<file path="config.mk">
export PLATFORM = sky130hd
export DESIGN_NAME = pipelined_right_barrel_shifter_flat
export DESIGN_NICKNAME = d
export VERILOG_FILES = /design/src/rtl/pipelined_right_barrel_shifter_if.sv /design/src/rtl/pipelined_right_barrel_shifter.sv /design/src/flat_wrapper.sv
export SDC_FILE = /design/constraint.sdc
export NUM_CORES = 1
export LEC_CHECK = 0
export BUFFER_PORTS_ARGS = -buffer_cell sky130_fd_sc_hd__buf_4
export CORE_MARGIN = 10
export CORE_UTILIZATION = 39
export CTS_CLUSTER_DIAMETER = 40
export DETAILED_ROUTE_END_ITERATION = 8
export SLEW_MARGIN = 20
export SYNTH_ARGS = -nofsm -noshare
export SYNTH_HDL_FRONTEND = slang
export SYNTH_SLANG_ARGS = --single-unit
</file>
<file path="constraint.sdc">
create_clock -name clk -period 2.75 [get_ports clk]
set_clock_uncertainty 0.15 [all_clocks]
set_input_delay 0.55 -clock clk [delete_from_list [all_inputs] [get_ports clk]]
set_output_delay 0.55 -clock clk [all_outputs]
set_load 0.01 [all_outputs]
</file>
<file path="src/rtl/pipelined_right_barrel_shifter_if.sv">
// rtl/pipelined_right_barrel_shifter_if.sv - operand/result handshake bundle for the right barrel shifter
interface pipelined_right_barrel_shifter_if #(
   parameter int N   = 8,
   parameter int SHW = $clog2(N)
);
   logic           in_valid;
   logic           in_ready;
   logic [N-1:0]   data_in;
   logic [SHW-1:0] shamt;
   logic           arith;
   logic           out_valid;
   logic           out_ready;
   logic [N-1:0]   data_out;
   logic           sticky;

   modport master (
      output in_valid, data_in, shamt, arith, out_ready,
      input  in_ready, out_valid, data_out, sticky
   );

   modport slave (
      input  in_valid, data_in, shamt, arith, out_ready,
      output in_ready, out_valid, data_out, sticky
   );
endinterface

</file>
<file path="src/rtl/pipelined_right_barrel_shifter.sv">
// rtl/pipelined_right_barrel_shifter.sv - pipelined logical/arithmetic right shifter with sticky bit
// One register per power-of-two shift distance, largest distance first; valid/ready on both ends.
module pipelined_right_barrel_shifter #(
   parameter int N   = 8,
   parameter int SHW = $clog2(N)
) (
   input  logic                              clk,
   input  logic                              rst,
   pipelined_right_barrel_shifter_if.slave   bus
);

   logic [SHW-1:0] w_valid;
   logic [SHW-1:0] w_adv;

   // A stage may load when it is empty or its contents move on this cycle.
   always_comb begin
      w_adv = '0;
      w_adv[SHW-1] = bus.out_ready | ~w_valid[SHW-1];
      for (int k = SHW - 2; k >= 0; k--) begin
         w_adv[k] = ~w_valid[k] | w_adv[k+1];
      end
   end

   for (genvar k = 0; k < SHW; k++) begin : g_stage
      localparam int DIST = 1 << (SHW - 1 - k);

      logic             w_src_valid;
      logic [N-1:0]     w_src_data;
      logic [SHW-k-1:0] w_src_shamt;
      logic             w_src_arith;
      logic             w_src_sticky;
      logic             w_take;
      logic             w_fill;
      logic             w_lost;
      logic [N-1:0]     w_shifted;

      logic             r_valid;
      logic [N-1:0]     r_data;
      logic             r_sticky;

      if (k == 0) begin : g_src
         assign w_src_valid  = bus.in_valid;
         assign w_src_data   = bus.data_in;
         assign w_src_shamt  = bus.shamt;
         assign w_src_arith  = bus.arith;
         assign w_src_sticky = 1'b0;
      end else begin : g_src
         assign w_src_valid  = g_stage[k-1].r_valid;
         assign w_src_data   = g_stage[k-1].r_data;
         assign w_src_shamt  = g_stage[k-1].g_ctl.r_shamt;
         assign w_src_arith  = g_stage[k-1].g_ctl.r_arith;
         assign w_src_sticky = g_stage[k-1].r_sticky;
      end

      // The MSB of the remaining shift amount selects this stage's distance.
      assign w_take    = w_src_shamt[SHW-k-1];
      assign w_fill    = w_src_arith & w_src_data[N-1];
      assign w_shifted = w_take ? {{DIST{w_fill}}, w_src_data[N-1:DIST]} : w_src_data;
      assign w_lost    = w_take & (|w_src_data[DIST-1:0]);

      always_ff @(posedge clk) begin
         if (rst) begin
            r_valid  <= 1'b0;
            r_data   <= '0;
            r_sticky <= 1'b0;
         end else if (w_adv[k]) begin
            r_valid <= w_src_valid;
            if (w_src_valid) begin
               r_data   <= w_shifted;
               r_sticky <= w_src_sticky | w_lost;
            end
         end
      end

      // Only the still-unconsumed shift bits travel forward; the last stage needs none.
      if (k < SHW - 1) begin : g_ctl
         logic [SHW-k-2:0] r_shamt;
         logic             r_arith;

         always_ff @(posedge clk) begin
            if (rst) begin
               r_shamt <= '0;
               r_arith <= 1'b0;
            end else if (w_adv[k] && w_src_valid) begin
               r_shamt <= w_src_shamt[SHW-k-2:0];
               r_arith <= w_src_arith;
            end
         end
      end

      assign w_valid[k] = r_valid;
   end

   assign bus.in_ready  = w_adv[0];
   assign bus.out_valid = g_stage[SHW-1].r_valid;
   assign bus.data_out  = g_stage[SHW-1].r_data;
   assign bus.sticky    = g_stage[SHW-1].r_sticky;

endmodule

</file>
<file path="src/flat_wrapper.sv">
// flat-port wrapper written by rule: the top's interface ports become plain ports
module pipelined_right_barrel_shifter_flat 
#(
   parameter int N   = 8,
   parameter int SHW = $clog2(N)
)
  (clk, rst, bus_in_valid, bus_data_in, bus_shamt, bus_arith, bus_out_ready, bus_in_ready, bus_out_valid, bus_data_out, bus_sticky);
  pipelined_right_barrel_shifter_if #(.N(N), .SHW(SHW)) bus_i ();
  input  logic clk;
  input  logic rst;
  input wire logic [$bits(bus_i.in_valid)-1:0] bus_in_valid;
  input wire logic [$bits(bus_i.data_in)-1:0] bus_data_in;
  input wire logic [$bits(bus_i.shamt)-1:0] bus_shamt;
  input wire logic [$bits(bus_i.arith)-1:0] bus_arith;
  input wire logic [$bits(bus_i.out_ready)-1:0] bus_out_ready;
  output wire logic [$bits(bus_i.in_ready)-1:0] bus_in_ready;
  output wire logic [$bits(bus_i.out_valid)-1:0] bus_out_valid;
  output wire logic [$bits(bus_i.data_out)-1:0] bus_data_out;
  output wire logic [$bits(bus_i.sticky)-1:0] bus_sticky;
  assign bus_i.in_valid = bus_in_valid;
  assign bus_i.data_in = bus_data_in;
  assign bus_i.shamt = bus_shamt;
  assign bus_i.arith = bus_arith;
  assign bus_i.out_ready = bus_out_ready;
  assign bus_in_ready = bus_i.in_ready;
  assign bus_out_valid = bus_i.out_valid;
  assign bus_data_out = bus_i.data_out;
  assign bus_sticky = bus_i.sticky;
  pipelined_right_barrel_shifter #(.N(N), .SHW(SHW)) u_core (.clk(clk), .rst(rst), .bus(bus_i));
endmodule
</file>
Word level (Yosys, flattened, before mapping). Index checks and enable logic that the tools add are counted.

Mux-type cells: 3. Reduce and logical (&&, ||, !) cells: 7. Bitwise operators: 14.

Operators with widths (count): 2-to-1 mux 8 bit (3); bitwise AND 1 bit (6); AND reduction 2 bit (3); OR 1 bit (5); OR reduction 4 bit (1); inverter 1 bit (3); logical AND 1 bit (2); OR reduction 2 bit (1).

Output and inout bits: 11. Bits in registers: 35. Bits of input ports: 16. Word-level logic and storage cells: 37.

Longest topological paths before layout.
Word-level depth: 5. Mapped depth: 4. Depth with buffers taken out: 3.

Worst setup path after synthesis. OpenSTA, ideal clock, no wires.

Kind: input to output. From: in bus_out_ready. To: out bus_in_ready. Arrival: 0.924 ns. Slack: 1.126 ns. Stages: 2. Buffers on the path: 1. Cells stage by stage: nand4b_4 -> buf_2.

Word-level cells in the longest chain between the ends: 3.

RTL lines: start: declaration (RTL line flat_wrapper.sv:15) `input wire logic [$bits(bus_i.out_ready)-1:0] bus_out_ready;`; OR 1 bit (RTL line pipelined_right_barrel_shifter.sv:18) `w_adv[SHW-1] = bus.out_ready | ~w_valid[SHW-1];`; OR 1 bit (2 in a row) (RTL line pipelined_right_barrel_shifter.sv:20) `w_adv[k] = ~w_valid[k] | w_adv[k+1];`; end: declaration (RTL line flat_wrapper.sv:16) `output wire logic [$bits(bus_i.in_ready)-1:0] bus_in_ready;`.

No other way between the ends.

Worst setup path in the final report.
From: reg u_core.g_stage[1].r_valid. To: out bus_in_ready.

Word-level cells in the longest chain between the ends: 3.

RTL lines: start: declaration (RTL line pipelined_right_barrel_shifter.sv:37) `logic r_valid;`; start signal: assignment (RTL line pipelined_right_barrel_shifter.sv:67) `r_valid <= w_src_valid;`; inverter 1 bit (RTL line pipelined_right_barrel_shifter.sv:20); OR 1 bit (2 in a row) (RTL line pipelined_right_barrel_shifter.sv:20).

No other way between the ends.

==> results.sh <==
export IMPL_leakage_nw=0.712
export IMPL_comb_power_share_pct=10.9
export IMPL_clkPwrFrac_pct=41.0
export IMPL_cts_tree="built"
export IMPL_drive_above_1_share_pct=25.7
export IMPL_setup_violations=0
export IMPL_total_power_w=0.00117
export IMPL_top_usage_layer="met2"
export IMPL_power_switching_share_pct=23.8
export IMPL_grt_util_all_layers_pct=9.63
export IMPL_min_from="u_core.g_stage[1].g_ctl.r_arith"
export IMPL_drt_iter0_drc=55
export IMPL_slew_headroom_pct=65.7
export IMPL_die_x_um=84.4
export IMPL_final_net_count=198
export IMPL_dieArea_mm2=0.00712
export IMPL_critPathCaptureType="output pin"
export IMPL_synth_area_leaders="dfxtp_1 (43%), mux2i_1 (12%), a21oi_1 (9.9%)"
export IMPL_dp_hpwl_um=2640
export IMPL_use_met1_pct=10.8
export IMPL_synthCells=163
export IMPL_slew_viol_final=0
export IMPL_ys_seq_area_share_pct=43.3
export IMPL_period_needed_ns=2.21
export IMPL_synth_edf_count=0
export IMPL_rows=23
export IMPL_antenna_found_initial=0
export IMPL_synth_area_mm2=0.00162
export IMPL_grt_met3_usage_pct=4.25
export IMPL_setup_tns_ns=0
export IMPL_numClockSinks=35
export IMPL_met2_usage_pct=15.7
export IMPL_vias_per_cell=5.44
export IMPL_port_buffers=26
export IMPL_cts_resized=0
export IMPL_io_pins=27
export IMPL_diodes=0
export IMPL_whs_endpoint="u_core.g_stage[1].g_ctl.r_arith"
export IMPL_ctsHoldBuffers=0
export IMPL_rsz0062_at_grt="false"
export IMPL_synth_net_count=179
export IMPL_root_buffer="clkbuf_8"
export IMPL_wl_per_cell_um=14.9
export IMPL_syn_area_per_cell_um2=9.93
export IMPL_arrival_ns=1.51
export IMPL_timing_critical_path_from_type="flip-flop"
export IMPL_synth_async_reset_ratio_pct=0
export IMPL_wirelength_um=3470
export IMPL_synth_commonest_cells="dfxtp_1 (35), a21oi_1 (32), mux2i_1 (19), a211oi_1 (14)"
export IMPL_postPlaceCellArea_mm2=0.00180
export IMPL_hold_depth=2
export IMPL_grt_max_degree=41
export IMPL_drt_drc_violations_left=0
export IMPL_clock_path_buffers=2
export IMPL_initial_core_util_pct=40.4
export IMPL_maxCapViolCount=0
export IMPL_synth_top_area_share_pct=43.3
export IMPL_hold_class="flip-flop to flip-flop"
export IMPL_fillCellCount=389
export IMPL_worst_slew_pin_transition_ns=0.514
export IMPL_yosysMostFrequentCell="dfxtp_1"
export IMPL_synth_ff_type="dfxtp_1"
export IMPL_ys_ff_latch=35
export IMPL_post_cts_buffers=0
export IMPL_worstRegToRegCells=3
export IMPL_syn_to_final_growth_pct=18.8
export IMPL_grt_ovfl_total=0
export IMPL_hold_viol=0
export IMPL_htreeDepth=2
export IMPL_core_mm2=0.00400
export IMPL_yosysUniqueCellTypes=32
export IMPL_clk_pin_slew_worst_paths_ns=0.07
export IMPL_switchingPower_w=0.000280
export IMPL_cts_buffers=5
export IMPL_p_seq_share_pct=48.1
export IMPL_rr_startpoint="u_core.g_stage[1].r_valid"
export IMPL_synth_warnings=0
export IMPL_status="finished, final reports clean"
export IMPL_finalCritPeriodShare_pct=80.2
export IMPL_worstReg2RegEnd="u_core.g_stage[0].r_data[2]"
export IMPL_crit_fanout=16
export IMPL_synth_top_area_cell="dfxtp_1"
export IMPL_r2r_slack_ns=0.90
export IMPL_firstDrtPassIters=4
export IMPL_first_global_vias=1279
export IMPL_power_density_mw_per_mm2=610
export IMPL_final_cell_area_mm2=0.00192
export IMPL_worstPathRequired_ns=2.05
export IMPL_place_gp_congestion=0.744
export IMPL_vias=1268
export IMPL_crit_type="flip-flop to output pin"
export IMPL_clk_insertion_delay_late_ns=0.29
export IMPL_ant_nets=0
export IMPL_timing_fmax_mhz=453
export IMPL_vdd_drop_max_mv=0.214
export IMPL_internal_power_w=0.000893
export IMPL_grt_pass1_wl_um=5830
export IMPL_die_height_um=84.4
-- final cells by class --
cell class	count	area, µm²	share of cell area [%]
clock inverters	2	35.0	1.82
inverters	8	30.0	1.56
repair buffers	26	195	10.2
well taps	50	62.6	3.26
multi-input cells	106	816	42.4
clock buffers	6	82.6	4.30
flip-flops and latches	35	701	36.5
-- power groups by stage --
stage	Combinational (W)	Clock, W	Sequential [W]
after detailed placement	0.000130	0	0.000576
final	0.000128	0.000481	0.000564
after floorplan	0.0000931	0	0.000566
after global routing	0.000142	0.000506	0.000569
after CTS	0.000130	0.000489	0.000564
after global placement	0.000129	0	0.000575
-- routing by layer --
layer | up-vias | share of wire, %
li1 | 649 | -
met1 | 577 | 47
met2 | 35 | 45
met3 | 7 | 6.7
met4 | 0 | 1.5
met5 | - | 0
-- stage by stage --
stage,setup WS (ns),util [%],hold WS [ns],instances
3_3_place_gp,0.841,45.1,0.320,225
5_1_grt,0.438,48.0,0.346,233
2_1_floorplan,1.13,-,0.299,163
6_report,0.545,48.0,0.334,233
4_1_cts,0.535,48.0,0.339,233
3_5_place_dp,0.828,45.1,0.321,225
-- worst max-delay path by stage --
stage               depth (start not counted)           end                       from  slack, ns
floorplan                                   2  bus_in_ready              bus_out_ready       1.13
global placement                            3  bus_in_ready              bus_out_ready       0.84
detailed placement                          3  bus_in_ready              bus_out_ready       0.83
CTS                                         2  bus_in_ready  u_core.g_stage[1].r_valid       0.54
global route                                2  bus_in_ready  u_core.g_stage[1].r_valid       0.44
finish                                      2  bus_in_ready  u_core.g_stage[1].r_valid       0.54
-- layout by cell type (no fill, tap or decap), drive strengths merged, types with 2 or more instances in the layout --
cell and n:
a211o 2, a211oi 21, a21oi 33, a311oi 2, buf 26, clkbuf 6
dfxtp 35, inv 8, mux2i 19, nand2 2, nand2b 5, nand4b 4
o2111ai 2, o21ai 5, o31ai 2
-- logic make-up after synthesis --
family	after synthesis	share of synthesized area [%]
AOI/OAI and AO/OA	69	30.4
DFF	35	43.3
buffers and inverters	22	6.26
muxes	19	11.8
and+or+nand+nor	18	8.28
-- critical path, cell delays in order (launching register included) --
cell and delay (ns):
dfxtp_1 0.65, nand4b_4 0.32, buf_4 0.25
-- registers in the layout (all words and copies together), names as in the netlist --
| name | count |
|---|---|
| u_core.g_stage.r_sticky | 2 |
| u_core.bus.sticky | 1 |
| u_core.g_stage.r_valid | 2 |
| u_core.g_stage.r_data | 16 |
| u_core.bus.data_out | 8 |
| u_core.g_stage.g_ctl.r_shamt | 3 |
| u_core.bus.out_valid | 1 |
| u_core.g_stage.g_ctl.r_arith | 2 |
Note: power is estimated with default switching activity, not from simulation.
